## config.mk

```make
export PLATFORM = sky130hd
export DESIGN_NAME = load_store_forwarding_queue
export DESIGN_NICKNAME = d
export VERILOG_FILES = /design/src/rtl/cva5_types.sv /design/src/rtl/sq_forward_select.sv /design/src/rtl/load_store_forwarding_queue.sv
export SDC_FILE = /design/constraint.sdc
export NUM_CORES = 1
export LEC_CHECK = 0
export CORE_ASPECT_RATIO = 1.75
export CORE_UTILIZATION = 43
export DETAILED_ROUTE_END_ITERATION = 10
export GPL_ROUTABILITY_DRIVEN = 0
export PLACE_DENSITY = 0.63
export REMOVE_ABC_BUFFERS = 1
export SYNTH_ARGS = -nofsm -noshare
export SYNTH_HDL_FRONTEND = slang
export SYNTH_HIERARCHICAL = 1
export SYNTH_SLANG_ARGS = --single-unit
export TNS_END_PERCENT = 100
```

## constraint.sdc

```tcl
create_clock -name clk -period 6.59 [get_ports clk]
set_input_delay 0.659 -clock clk [delete_from_list [all_inputs] [get_ports clk]]
set_output_delay 0.659 -clock clk [all_outputs]
set_load 0.01 [all_outputs]
```

## src/rtl/cva5_types.sv

```systemverilog
// rtl/cva5_types.sv - shared entry types and byte-mask helper for the load/store forwarding queue
package cva5_types;

    typedef struct packed {
        logic [31:0] addr;
        logic [2:0]  fn3;
    } lq_fwd_entry_t;

    typedef struct packed {
        logic [31:0] addr;
        logic [3:0]  be;
        logic [31:0] data;
        logic [2:0]  fn3;
        logic        committed;
    } sq_fwd_entry_t;

    function automatic logic [3:0] load_byte_mask(input logic [2:0] fn3, input logic [1:0] addr_lo);
        logic [3:0] mask;
        case (fn3)
            3'b000, 3'b100: mask = 4'b0001 << addr_lo;
            3'b001, 3'b101: mask = addr_lo[1] ? 4'b1100 : 4'b0011;
            default:        mask = 4'b1111;
        endcase
        return mask;
    endfunction

endpackage

```

## src/rtl/sq_forward_select.sv

```systemverilog
// rtl/sq_forward_select.sv - youngest older matching store search and byte coverage check
module sq_forward_select
    import cva5_types::*;
#(
    parameter int SQ_DEPTH = 4
) (
    input  sq_fwd_entry_t               sq_entries_i [SQ_DEPTH],
    input  logic [$clog2(SQ_DEPTH)-1:0] sq_head_i,
    input  lq_fwd_entry_t               load_i,
    input  logic [SQ_DEPTH-1:0]         older_mask_i,
    output logic                        match_o,
    output logic                        covered_o,
    output logic [31:0]                 data_o
);

    localparam int PTR_W = $clog2(SQ_DEPTH);

    logic [PTR_W-1:0] idx;
    logic [3:0]       hit_be;
    logic [5:0]       unused_fields;

    // Walk from the SQ head towards the tail so the last hit is the youngest older store.
    always_comb begin
        match_o       = 1'b0;
        hit_be        = '0;
        data_o        = '0;
        idx           = '0;
        unused_fields = '0;
        for (int i = 0; i < SQ_DEPTH; i++) begin
            idx = sq_head_i + PTR_W'(i);
            unused_fields = unused_fields ^ {sq_entries_i[i].fn3, sq_entries_i[i].committed,
                                             sq_entries_i[i].addr[1:0]};
            if (older_mask_i[idx] && (sq_entries_i[idx].addr[31:2] == load_i.addr[31:2])) begin
                match_o = 1'b1;
                hit_be  = sq_entries_i[idx].be;
                data_o  = sq_entries_i[idx].data;
            end
        end
        covered_o = match_o && ((load_byte_mask(load_i.fn3, load_i.addr[1:0]) & ~hit_be) == 4'b0000);
    end

endmodule

```

## src/rtl/load_store_forwarding_queue.sv

```systemverilog
// rtl/load_store_forwarding_queue.sv - split load/store queues with store-to-load forwarding and one memory port
module load_store_forwarding_queue
    import cva5_types::*;
#(
    parameter int LQ_DEPTH        = 8,
    parameter int SQ_DEPTH        = 4,
    parameter int ID_W            = 3,
    parameter int RETIRE_WIDTH    = 2,
    parameter int DRAIN_MODE      = 1,
    parameter int DRAIN_THRESHOLD = SQ_DEPTH - 1
) (
    input  logic                              clk,
    input  logic                              rst,
    input  logic                              in_valid,
    output logic                              in_ready,
    input  logic                              in_load,
    input  logic                              in_store,
    input  logic [31:0]                       in_addr,
    input  logic [2:0]                        in_fn3,
    input  logic [3:0]                        in_be,
    input  logic [31:0]                       in_data,
    input  logic [ID_W-1:0]                   in_id,
    input  logic [$clog2(RETIRE_WIDTH+1)-1:0] retire_count,
    input  logic                              flush,
    output logic                              mem_valid,
    input  logic                              mem_ready,
    output logic                              mem_load,
    output logic [31:0]                       mem_addr,
    output logic [2:0]                        mem_fn3,
    output logic [3:0]                        mem_be,
    output logic [31:0]                       mem_data,
    output logic [ID_W-1:0]                   mem_id,
    output logic                              fwd_valid,
    output logic [ID_W-1:0]                   fwd_id,
    output logic [31:0]                       fwd_data,
    output logic                              lq_empty,
    output logic                              sq_empty,
    output logic                              sq_committed_empty
);

    localparam int LQ_PW = $clog2(LQ_DEPTH);
    localparam int SQ_PW = $clog2(SQ_DEPTH);
    localparam int LQ_CW = $clog2(LQ_DEPTH + 1);
    localparam int SQ_CW = $clog2(SQ_DEPTH + 1);

    lq_fwd_entry_t       lq_entry_q [LQ_DEPTH];
    logic [ID_W-1:0]     lq_id_q    [LQ_DEPTH];
    logic [SQ_DEPTH-1:0] lq_mask_q  [LQ_DEPTH];
    logic [SQ_DEPTH-1:0] lq_mask_d  [LQ_DEPTH];
    logic [LQ_PW-1:0]    lq_head_q, lq_head_d, lq_tail_q, lq_tail_d;
    logic [LQ_CW-1:0]    lq_cnt_q, lq_cnt_d;

    sq_fwd_entry_t       sq_entry_q [SQ_DEPTH];
    sq_fwd_entry_t       sq_entry_d [SQ_DEPTH];
    logic [SQ_DEPTH-1:0] sq_valid_q, sq_valid_d, sq_valid_keep;
    logic [SQ_PW-1:0]    sq_head_q, sq_head_d, sq_cptr_q, sq_cptr_d, sq_tail_q, sq_tail_d;
    logic [SQ_CW-1:0]    sq_cnt_q, sq_cnt_d, sq_ccnt_q, sq_ccnt_d;

    logic hold_q, hold_d, hold_store_q, hold_store_d;

    lq_fwd_entry_t lq_head_entry;
    sq_fwd_entry_t sq_head_entry;
    logic          sel_match, sel_covered;
    logic [31:0]   sel_data;
    logic          lq_nonempty, load_issuable, store_issuable, drain_pri;
    logic          hold_load_ok, hold_store_ok, pick_store, pick_load;
    logic          mem_fire, st_pop, ld_pop, push_load, push_store;

    assign lq_head_entry = lq_entry_q[lq_head_q];
    assign sq_head_entry = sq_entry_q[sq_head_q];

    sq_forward_select #(.SQ_DEPTH(SQ_DEPTH)) u_sq_forward_select (
        .sq_entries_i (sq_entry_q),
        .sq_head_i    (sq_head_q),
        .load_i       (lq_head_entry),
        .older_mask_i (lq_mask_q[lq_head_q]),
        .match_o      (sel_match),
        .covered_o    (sel_covered),
        .data_o       (sel_data)
    );

    assign in_ready   = in_load ? (lq_cnt_q < LQ_CW'(LQ_DEPTH)) : (sq_cnt_q < SQ_CW'(SQ_DEPTH));
    assign push_load  = in_valid & in_ready & in_load;
    assign push_store = in_valid & in_ready & in_store;

    assign lq_nonempty    = (lq_cnt_q != '0);
    assign fwd_valid      = lq_nonempty & sel_match & sel_covered;
    assign load_issuable  = lq_nonempty & ~sel_match;
    assign store_issuable = (sq_ccnt_q != '0);
    assign drain_pri      = (DRAIN_MODE == 1) && (sq_cnt_q >= SQ_CW'(DRAIN_THRESHOLD));

    // A stalled request keeps its selection; only a flushed load may give up the port.
    assign hold_load_ok  = hold_q & ~hold_store_q & load_issuable;
    assign hold_store_ok = hold_q & hold_store_q & store_issuable;
    assign pick_store    = hold_store_ok | (~hold_load_ok & store_issuable & (~load_issuable | drain_pri));
    assign pick_load     = ~pick_store & load_issuable;

    assign mem_valid = pick_store | pick_load;
    assign mem_fire  = mem_valid & mem_ready;
    assign st_pop    = mem_fire & pick_store;
    assign ld_pop    = (mem_fire & pick_load) | fwd_valid;

    assign mem_load = pick_load;
    assign mem_addr = pick_store ? sq_head_entry.addr : lq_head_entry.addr;
    assign mem_fn3  = pick_store ? sq_head_entry.fn3  : lq_head_entry.fn3;
    assign mem_be   = pick_store ? sq_head_entry.be
                                 : load_byte_mask(lq_head_entry.fn3, lq_head_entry.addr[1:0]);
    assign mem_data = pick_store ? sq_head_entry.data : '0;
    assign mem_id   = pick_store ? '0 : lq_id_q[lq_head_q];
    assign fwd_id   = lq_id_q[lq_head_q];
    assign fwd_data = sel_data;

    assign lq_empty           = (lq_cnt_q == '0);
    assign sq_empty           = (sq_cnt_q == '0);
    assign sq_committed_empty = (sq_ccnt_q == '0);

    assign hold_d       = mem_valid & ~mem_ready;
    assign hold_store_d = pick_store;

    // Order within the cycle: store pop, then retire, then flush, then the new push.
    always_comb begin
        sq_entry_d = sq_entry_q;
        sq_valid_d = sq_valid_q;
        sq_head_d  = sq_head_q;
        sq_tail_d  = sq_tail_q;
        sq_cnt_d   = sq_cnt_q;
        sq_ccnt_d  = sq_ccnt_q;
        if (st_pop) begin
            sq_valid_d[sq_head_q] = 1'b0;
            sq_head_d = sq_head_q + SQ_PW'(1);
            sq_cnt_d  = sq_cnt_q - SQ_CW'(1);
            sq_ccnt_d = sq_ccnt_q - SQ_CW'(1);
        end
        for (int i = 0; i < RETIRE_WIDTH; i++) begin
            if (i < int'(retire_count)) begin
                sq_entry_d[sq_cptr_q + SQ_PW'(i)].committed = 1'b1;
            end
        end
        sq_cptr_d = sq_cptr_q + SQ_PW'(retire_count);
        sq_ccnt_d = sq_ccnt_d + SQ_CW'(retire_count);
        if (flush) begin
            for (int i = 0; i < SQ_DEPTH; i++) begin
                if (!sq_entry_d[i].committed) begin
                    sq_valid_d[i] = 1'b0;
                end
            end
            sq_tail_d = sq_cptr_d;
            sq_cnt_d  = sq_ccnt_d;
        end
        sq_valid_keep = sq_valid_d;
        if (push_store) begin
            sq_entry_d[sq_tail_d] = '{addr: in_addr, be: in_be, data: in_data, fn3: in_fn3, committed: 1'b0};
            sq_valid_d[sq_tail_d] = 1'b1;
            sq_tail_d = sq_tail_d + SQ_PW'(1);
            sq_cnt_d  = sq_cnt_d + SQ_CW'(1);
        end
    end

    always_comb begin
        lq_head_d = lq_head_q;
        lq_tail_d = lq_tail_q;
        lq_cnt_d  = lq_cnt_q;
        for (int j = 0; j < LQ_DEPTH; j++) begin
            lq_mask_d[j] = lq_mask_q[j];
            if (st_pop) begin
                lq_mask_d[j][sq_head_q] = 1'b0;
            end
        end
        if (flush) begin
            lq_head_d = lq_tail_q;
            lq_cnt_d  = '0;
        end else if (ld_pop) begin
            lq_head_d = lq_head_q + LQ_PW'(1);
            lq_cnt_d  = lq_cnt_q - LQ_CW'(1);
        end
        if (push_load) begin
            lq_mask_d[lq_tail_q] = sq_valid_keep;
            lq_tail_d = lq_tail_q + LQ_PW'(1);
            lq_cnt_d  = lq_cnt_d + LQ_CW'(1);
        end
    end

    always_ff @(posedge clk) begin
        if (push_load) begin
            lq_entry_q[lq_tail_q] <= '{addr: in_addr, fn3: in_fn3};
            lq_id_q[lq_tail_q]    <= in_id;
        end
        lq_mask_q  <= lq_mask_d;
        sq_entry_q <= sq_entry_d;
    end

    always_ff @(posedge clk) begin
        if (rst) begin
            lq_head_q    <= '0;
            lq_tail_q    <= '0;
            lq_cnt_q     <= '0;
            sq_valid_q   <= '0;
            sq_head_q    <= '0;
            sq_cptr_q    <= '0;
            sq_tail_q    <= '0;
            sq_cnt_q     <= '0;
            sq_ccnt_q    <= '0;
            hold_q       <= 1'b0;
            hold_store_q <= 1'b0;
        end else begin
            lq_head_q    <= lq_head_d;
            lq_tail_q    <= lq_tail_d;
            lq_cnt_q     <= lq_cnt_d;
            sq_valid_q   <= sq_valid_d;
            sq_head_q    <= sq_head_d;
            sq_cptr_q    <= sq_cptr_d;
            sq_tail_q    <= sq_tail_d;
            sq_cnt_q     <= sq_cnt_d;
            sq_ccnt_q    <= sq_ccnt_d;
            hold_q       <= hold_d;
            hold_store_q <= hold_store_d;
        end
    end

    assert property (@(posedge clk) disable iff (rst)
        int'(retire_count) <= (int'(sq_cnt_q) - int'(sq_ccnt_q)));

endmodule

```

==> metrics.yaml, run 1 <==
reg2reg_depth: 23
dp_hpwl_um: 73900
crit_required_ns: 5.93
cts_tree: "yes"
path_cells: "buf_12 > buf_4 > clkbuf_16 > mux4_2 > mux2_2 > xnor2_1 > nand4_1 > or4_1 > nor2_1 > nand3_1 > nand3_2 > buf_4 > a211oi_2 > nor2_4 > buf_12 > nor2_1 > nor2_1 > clkdlybuf4s50_1"
netlist_area_um2: 36700
gr-total-overflow: 0
startpoint_type: "register"
die_w_um: 223
worstMarginPinSlew_ns: 1.13
grt_pass1_wl_um: 169000
maxCapViolCount: 0
synth-seq-cells: 655
start_util_pct: 43.5
slowest_delay_ns: 0.58
p_total_mw: 13.2
max_slew_margin_pct: 24.4
cts_buffer_depth: 3
setup_tns_ns: 0
finalHoldViolCount: 0
place_area_um2: 39700
wl_per_cell_um: 29.1
critPathCaptureType: "output pin"
coreArea_um2: 84500
clkTransAtPathRegs_ns: 0.07
ant_nets: 0
clock_latency_ns: 0.63
grt_max_degree: 190
die_area_um2: 86700
cts_sinks: 655
slowest_stage: "clkdlybuf4s50_1"
max-vdd-ir-drop_mv: 0.245
vias_per_cell: 6.54
p_per_area_nw_per_um2: 315
finalCriticalPeriod_ns: 6.47
setup_viol: 0
async_flop_share_pct: 0
io_pins: 199
rows: 141
skew_ns: 0.0145
r2r_end: "lq_cnt_q[1]"
antenna_found_initial: 6
yosys.area.top_type: "edfxtp_1"
rsz0062_at_grt: "false"
p_leak_nw: 14.5
synth-edff-count: 588
final_area_um2: 41900
cts_inserted_buffers: 57
nets: 2956
crit_arrival_ns: 5.81
vias: 25955
synth_area_per_cell_um2: 13.3
grt.total_usage_pct: 26.3
cpMostUsedCell: "nor2_1"
synth_common_cells: "edfxtp_1 (588), and3_1 (322), mux4_2 (240), nor2_1 (201), mux2i_1 (196)"
ys_types: 84
status: "complete, no violations"
post-place-cells: 3853
crit_type: "reg2out"
grt_pass1_vias: 26445
yosysTopAreaCellShare_pct: 48.1
path_max_fanout: 33
rrSetupSlack_ns: 0.58
ys.flop_type: "edfxtp_1"
hold_path.class: "reg2reg"
numPortBuffers: 198
pre_cts_slack_ns: 0.442
setup_slack_ns: 0.124
hold_slack_ns: 0.470
yosysSeqAreaShare_pct: 51.7
drtPass1Iterations: 8
wirelength_um: 116000
drive_gt1_share_pct: 19.3
drt_iter0_drc: 2602
cts_root_buf: "clkbuf_16"
drc: 0
yosysMostFrequentCell: "edfxtp_1"
dieHeight_um: 389
synth_top_cells_by_area: "edfxtp_1 (48%), mux4_2 (15%), and3_1 (5.5%)"
area_growth_pct: 14.0
synthCells: 2768
max_freq_mhz: 155
drv_slew: 0
stdcell_count: 3971
final_core_util_pct: 49.6
yosys_warnings: 6
post-route-period-util_pct: 98.1
crit_end: "mem_addr[21]"
cts_max_level: 2
critical path, delay by kind of cell (launching register included):
kind | cells | cell delay (ns)
AND/OR/NAND/NOR | 8 | 2.00
buffers and inverters | 6 | 1.48
multiplexers | 2 | 0.87
flip-flops | 1 | 0.40
XOR/XNOR | 1 | 0.27
AO/OA/AOI/OAI | 1 | 0.07
state kept, by name (all words and copies together), names as in the netlist, named ones only:
name          cells
lq_tail_q         3
sq_entry_q      288
lq_cnt_q          4
lq_entry_q      280
sq_cptr_q         2
sq_valid_q        4
hold_q            1
lq_mask_q        32
lq_head_q         3
sq_cnt_q          3
sq_ccnt_q         3
hold_store_q      1
sq_tail_q         2
sq_head_q         2
lq_id_q          24
cell usage in the layout (no fill, tap or decap), types with 35 or more instances in the layout:
cell / Yosys / final
nand2_1: 69 / 67
buf_4: 9 / 70
o221ai_1: 35 / 35
mux4_2: 240 / 240
edfxtp_1: 588 / 588
o22ai_1: 42 / 42
and3_1: 322 / 321
o21ai_0: 82 / 82
xnor2_1: 109 / 105
mux2_2: 88 / 86
a21oi_1: 40 / 40
clkdlybuf4s50_1: 0 / 197
nor2_1: 201 / 196
dfxtp_1: 67 / 62
clkbuf_16: 0 / 60
mux2i_1: 196 / 196
nor3_1: 81 / 80
cells by family (layout without fill, tap and decap cells):
family                     count (synthesis)  count (layout)  share of synthesized area, %
DFF                                      655             655                          51.7
AOI/OAI and AO/OA                        364             364                          6.78
adders and majority gates                 21              21                         0.736
and+or+nand+nor                          778             778                          11.3
other                                      0               3                             0
buffers and inverters                    297             425                          3.65
xor gates and xnor gates                 128             128                          3.05
muxes                                    525             525                          22.8
layer usage:
layer	share of wire [%]	track usage [%]
met3	6.8	4.11
met2	51	46.4
met1	36	29.7
met5	0.035	0
met4	6.3	16.0
how the worst min path moves through the flow:
stage / start / to / slack (ns) / depth (start not counted)
CTS: sq_entry_q[144] / sq_entry_q[144] / 0.47 / 2
floorplan: sq_entry_q[144] / sq_entry_q[144] / 0.43 / 2
detailed placement: sq_entry_q[144] / sq_entry_q[144] / 0.46 / 2
global placement: sq_entry_q[144] / sq_entry_q[144] / 0.45 / 2
global route: lq_mask_q[30] / lq_mask_q[30] / 0.53 / 2
finish: sq_entry_q[144] / sq_entry_q[144] / 0.47 / 2
report_power, final:
group	internal, mW	switching, mW
clock network	1.95	1.52
registers	4.67	0.142
logic	2.12	2.80
total	8.74	4.46
final cells by class:
class / count / area [um2]
antenna: 3 / 7.51
clock buffer: 72 / 1530
clock inverter: 31 / 363
fill: 7265 / 42600
inverter: 30 / 115
multi-input combinational: 1816 / 16600
sequential: 655 / 19000
tap: 1072 / 1340
timing repair buffer: 292 / 2960
repair_timing:
item | CTS | global route
resized for setup | 10 | 21
setup buffers | 0 | 10
hold buffers | 0 | 0
cloned | 1 | 1
pin swaps | 0 | 5
setup endpoints to repair | 48 | 47
(Power assumes the default switching activity.)
==> run 2, diff against run 1 <==
--- a/config.mk
+++ b/config.mk
@@ -11,6 +11,7 @@
 export GPL_ROUTABILITY_DRIVEN = 0
 export PLACE_DENSITY = 0.63
 export REMOVE_ABC_BUFFERS = 1
+export SLEW_MARGIN = 30
 export SYNTH_ARGS = -nofsm -noshare
 export SYNTH_HDL_FRONTEND = slang
 export SYNTH_HIERARCHICAL = 1
==> metrics.yaml, run 2 (same netlist as run 1, synthesis figures left out) <==
status: "complete, no violations"
clkTransAtPathRegs_ns: 0.07  # about the same
vias_per_cell: 6.52  # -0.23%
setup_slack_ns: 0.116  # -0.00787 ns
cts_root_buf: "clkbuf_16"
switching_share_pct: 34.1  # +0.28 points
final_area_um2: 42000  # +0.21%
crit_arrival_ns: 5.82  # about the same
r2r_end: "lq_cnt_q[1]"
p_switching_mw: 4.52  # +1.4%
rows: 141  # unchanged
p_per_area_nw_per_um2: 316  # +0.34%
grt_max_degree: 190  # unchanged
path_max_fanout: 12  # -64%
path_cells: "buf_16 > mux4_2 > mux2_2 > a222oi_1 > or4b_4 > a221o_1 > a2111oi_4 > buf_4 > a41oi_1 > o21ai_1 > a32oi_1 > a32oi_1 > o211a_1 > nand2_2 > nor2_2 > clkdlybuf4s50_1"
start_util_pct: 43.5  # unchanged
clock_latency_ns: 0.66  # +0.03 ns
numPortBuffers: 198  # unchanged
maxCapViolCount: 0  # unchanged
grt_pass1_wl_um: 170000  # +0.11%
ant_nets: 0  # unchanged
combPwrFrac_pct: 37.1  # -0.2 points
crit_type: "reg2out"
antenna_found_initial: 8  # +2
cpMostUsedCell: "a32oi_1"
ctsHoldBuffers: 0  # unchanged
gr-total-overflow: 0  # unchanged
die_area_um2: 86700  # unchanged
setup_viol: 0  # unchanged
worstMarginPinSlew_ns: 0.922  # -0.212 ns
dieHeight_um: 389  # unchanged
coreArea_um2: 84500  # unchanged
skew_ns: 0.0217  # +0.00715 ns
drt_iter0_drc: 2671  # +2.7%
cts_tree: "yes"
cts_max_level: 2  # unchanged
regMostFlops: "sq_entry_q"
slowest_delay_ns: 0.57  # about the same
io_pins: 199  # unchanged
slowest_stage: "clkdlybuf4s50_1"
layout_common_cells: "edfxtp_1 (588), and3_1 (321), mux4_2 (240)"
drtPass1Iterations: 7  # -1
startpoint_type: "register"
drive_gt1_share_pct: 19.5  # +0.27 points
cts_buffer_depth: 3  # unchanged
drv_slew: 0  # unchanged
vias: 25901  # -0.21%
max-vdd-ir-drop_mv: 0.248  # +1.3%
reg_top3: "sq_entry_q (288), lq_entry_q (280), lq_mask_q (32)"
area_growth_pct: 14.3
largest_register_ffs: 288  # unchanged
wirelength_um: 115000  # -0.23%
grt_pass1_vias: 26496  # +0.19%
p_total_mw: 13.3  # +0.55%
wl_per_cell_um: 29.0  # -0.26%
critPathCaptureType: "output pin"
hold_path.class: "reg2reg"
place_area_um2: 39800  # +0.20%
rrSetupSlack_ns: 0.71  # +0.13 ns
max_slew_margin_pct: 38.6  # +14 points
drc: 0  # unchanged
pre_cts_slack_ns: 0.451  # +0.00973 ns
layout_commonest_cell: "edfxtp_1"
dp_hpwl_um: 74100  # +0.27%
cts_sinks: 655  # unchanged
die_w_um: 223  # unchanged
crit_required_ns: 5.93  # about the same
reg2reg_depth: 22  # -4.3%
finalHoldViolCount: 0  # unchanged
cts_inserted_buffers: 58  # +1.8%
power_frac_seq_pct: 36.3  # about the same
post-place-cells: 3856  # +0.078%
finalCriticalPeriod_ns: 6.47  # +0.00787 ns
nets: 2951  # -0.17%
grt.total_usage_pct: 26.3  # +0.042 points
crit_end: "fwd_valid"
p_leak_nw: 14.5  # +0.10%
max_freq_mhz: 154  # -0.12%
pwr-share-clk_pct: 26.6  # +0.4 points
stdcell_count: 3972  # +0.025%
p_int_mw: 8.75  # +0.13%
post-route-period-util_pct: 98.2  # +0.12 points
## run 2: power groups by stage
stage	Sequential, mW	Combinational, mW	Clock, mW
final	4.81	4.92	3.54
after global routing	4.83	5.21	3.73
after global placement	4.89	4.78	0
after floorplan	5.18	3.16	0
after detailed placement	4.90	4.82	0
after CTS	4.81	4.87	3.58
## run 2: metrics by stage
stage               utilization [%]  hold WS [ns]  setup TNS [ns]
global placement               47.0         0.449               0
global route                   49.7         0.513        -0.00121
detailed placement             47.1         0.455               0
finish                         49.7         0.474               0
floorplan                         -         0.427        -1712.47
CTS                            49.5         0.471               0
## run 2: area by class of cell
class	instances	area (um2)
Fill cell	7205	42500
Sequential cell	655	19000
Multi-Input combinational cell	1816	16600
Timing Repair Buffer	286	2940
Clock buffer	72	1510
Tap cell	1072	1340
Clock inverter	38	437
Inverter	30	115
Antenna cell	3	7.51
## run 2: how the worst min path moves through the flow
stage	startpoint	endpoint	slack (ns)	cells after the start
floorplan	sq_entry_q[144]	sq_entry_q[144]	0.43	2
global placement	sq_entry_q[144]	sq_entry_q[144]	0.45	2
detailed placement	sq_entry_q[144]	sq_entry_q[144]	0.45	2
CTS	sq_entry_q[144]	sq_entry_q[144]	0.47	2
global route	sq_entry_q[144]	sq_entry_q[144]	0.51	2
finish	sq_entry_q[144]	sq_entry_q[144]	0.47	2
## run 2: metal layers
| layer | vias to the layer above | GRT usage [%] | part of all wire [%] |
|---|---|---|---|
| met2 | 1321 | 46.1 | 51 |
| met4 | 8 | 16.7 | 6.5 |
| met5 | - | 0 | 0.047 |
| met1 | 13196 | 29.6 | 36 |
| met3 | 339 | 4.54 | 7.1 |
| li1 | 11037 | - | - |
## run 2: critical path: cells and delay by family, from the launching register on
family / cells / cell delay, ns
compound gates: 8 / 1.91
buf+inv: 3 / 0.99
flops: 1 / 0.49
mux: 2 / 0.92
simple gates: 3 / 0.80
## run 2: what timing repair did
action	4_1_cts	5_1_grt
setup buffers	0	1
cloned	2	0
pin swaps	1	1
setup endpoints to repair	55	103
gates resized for setup	7	30
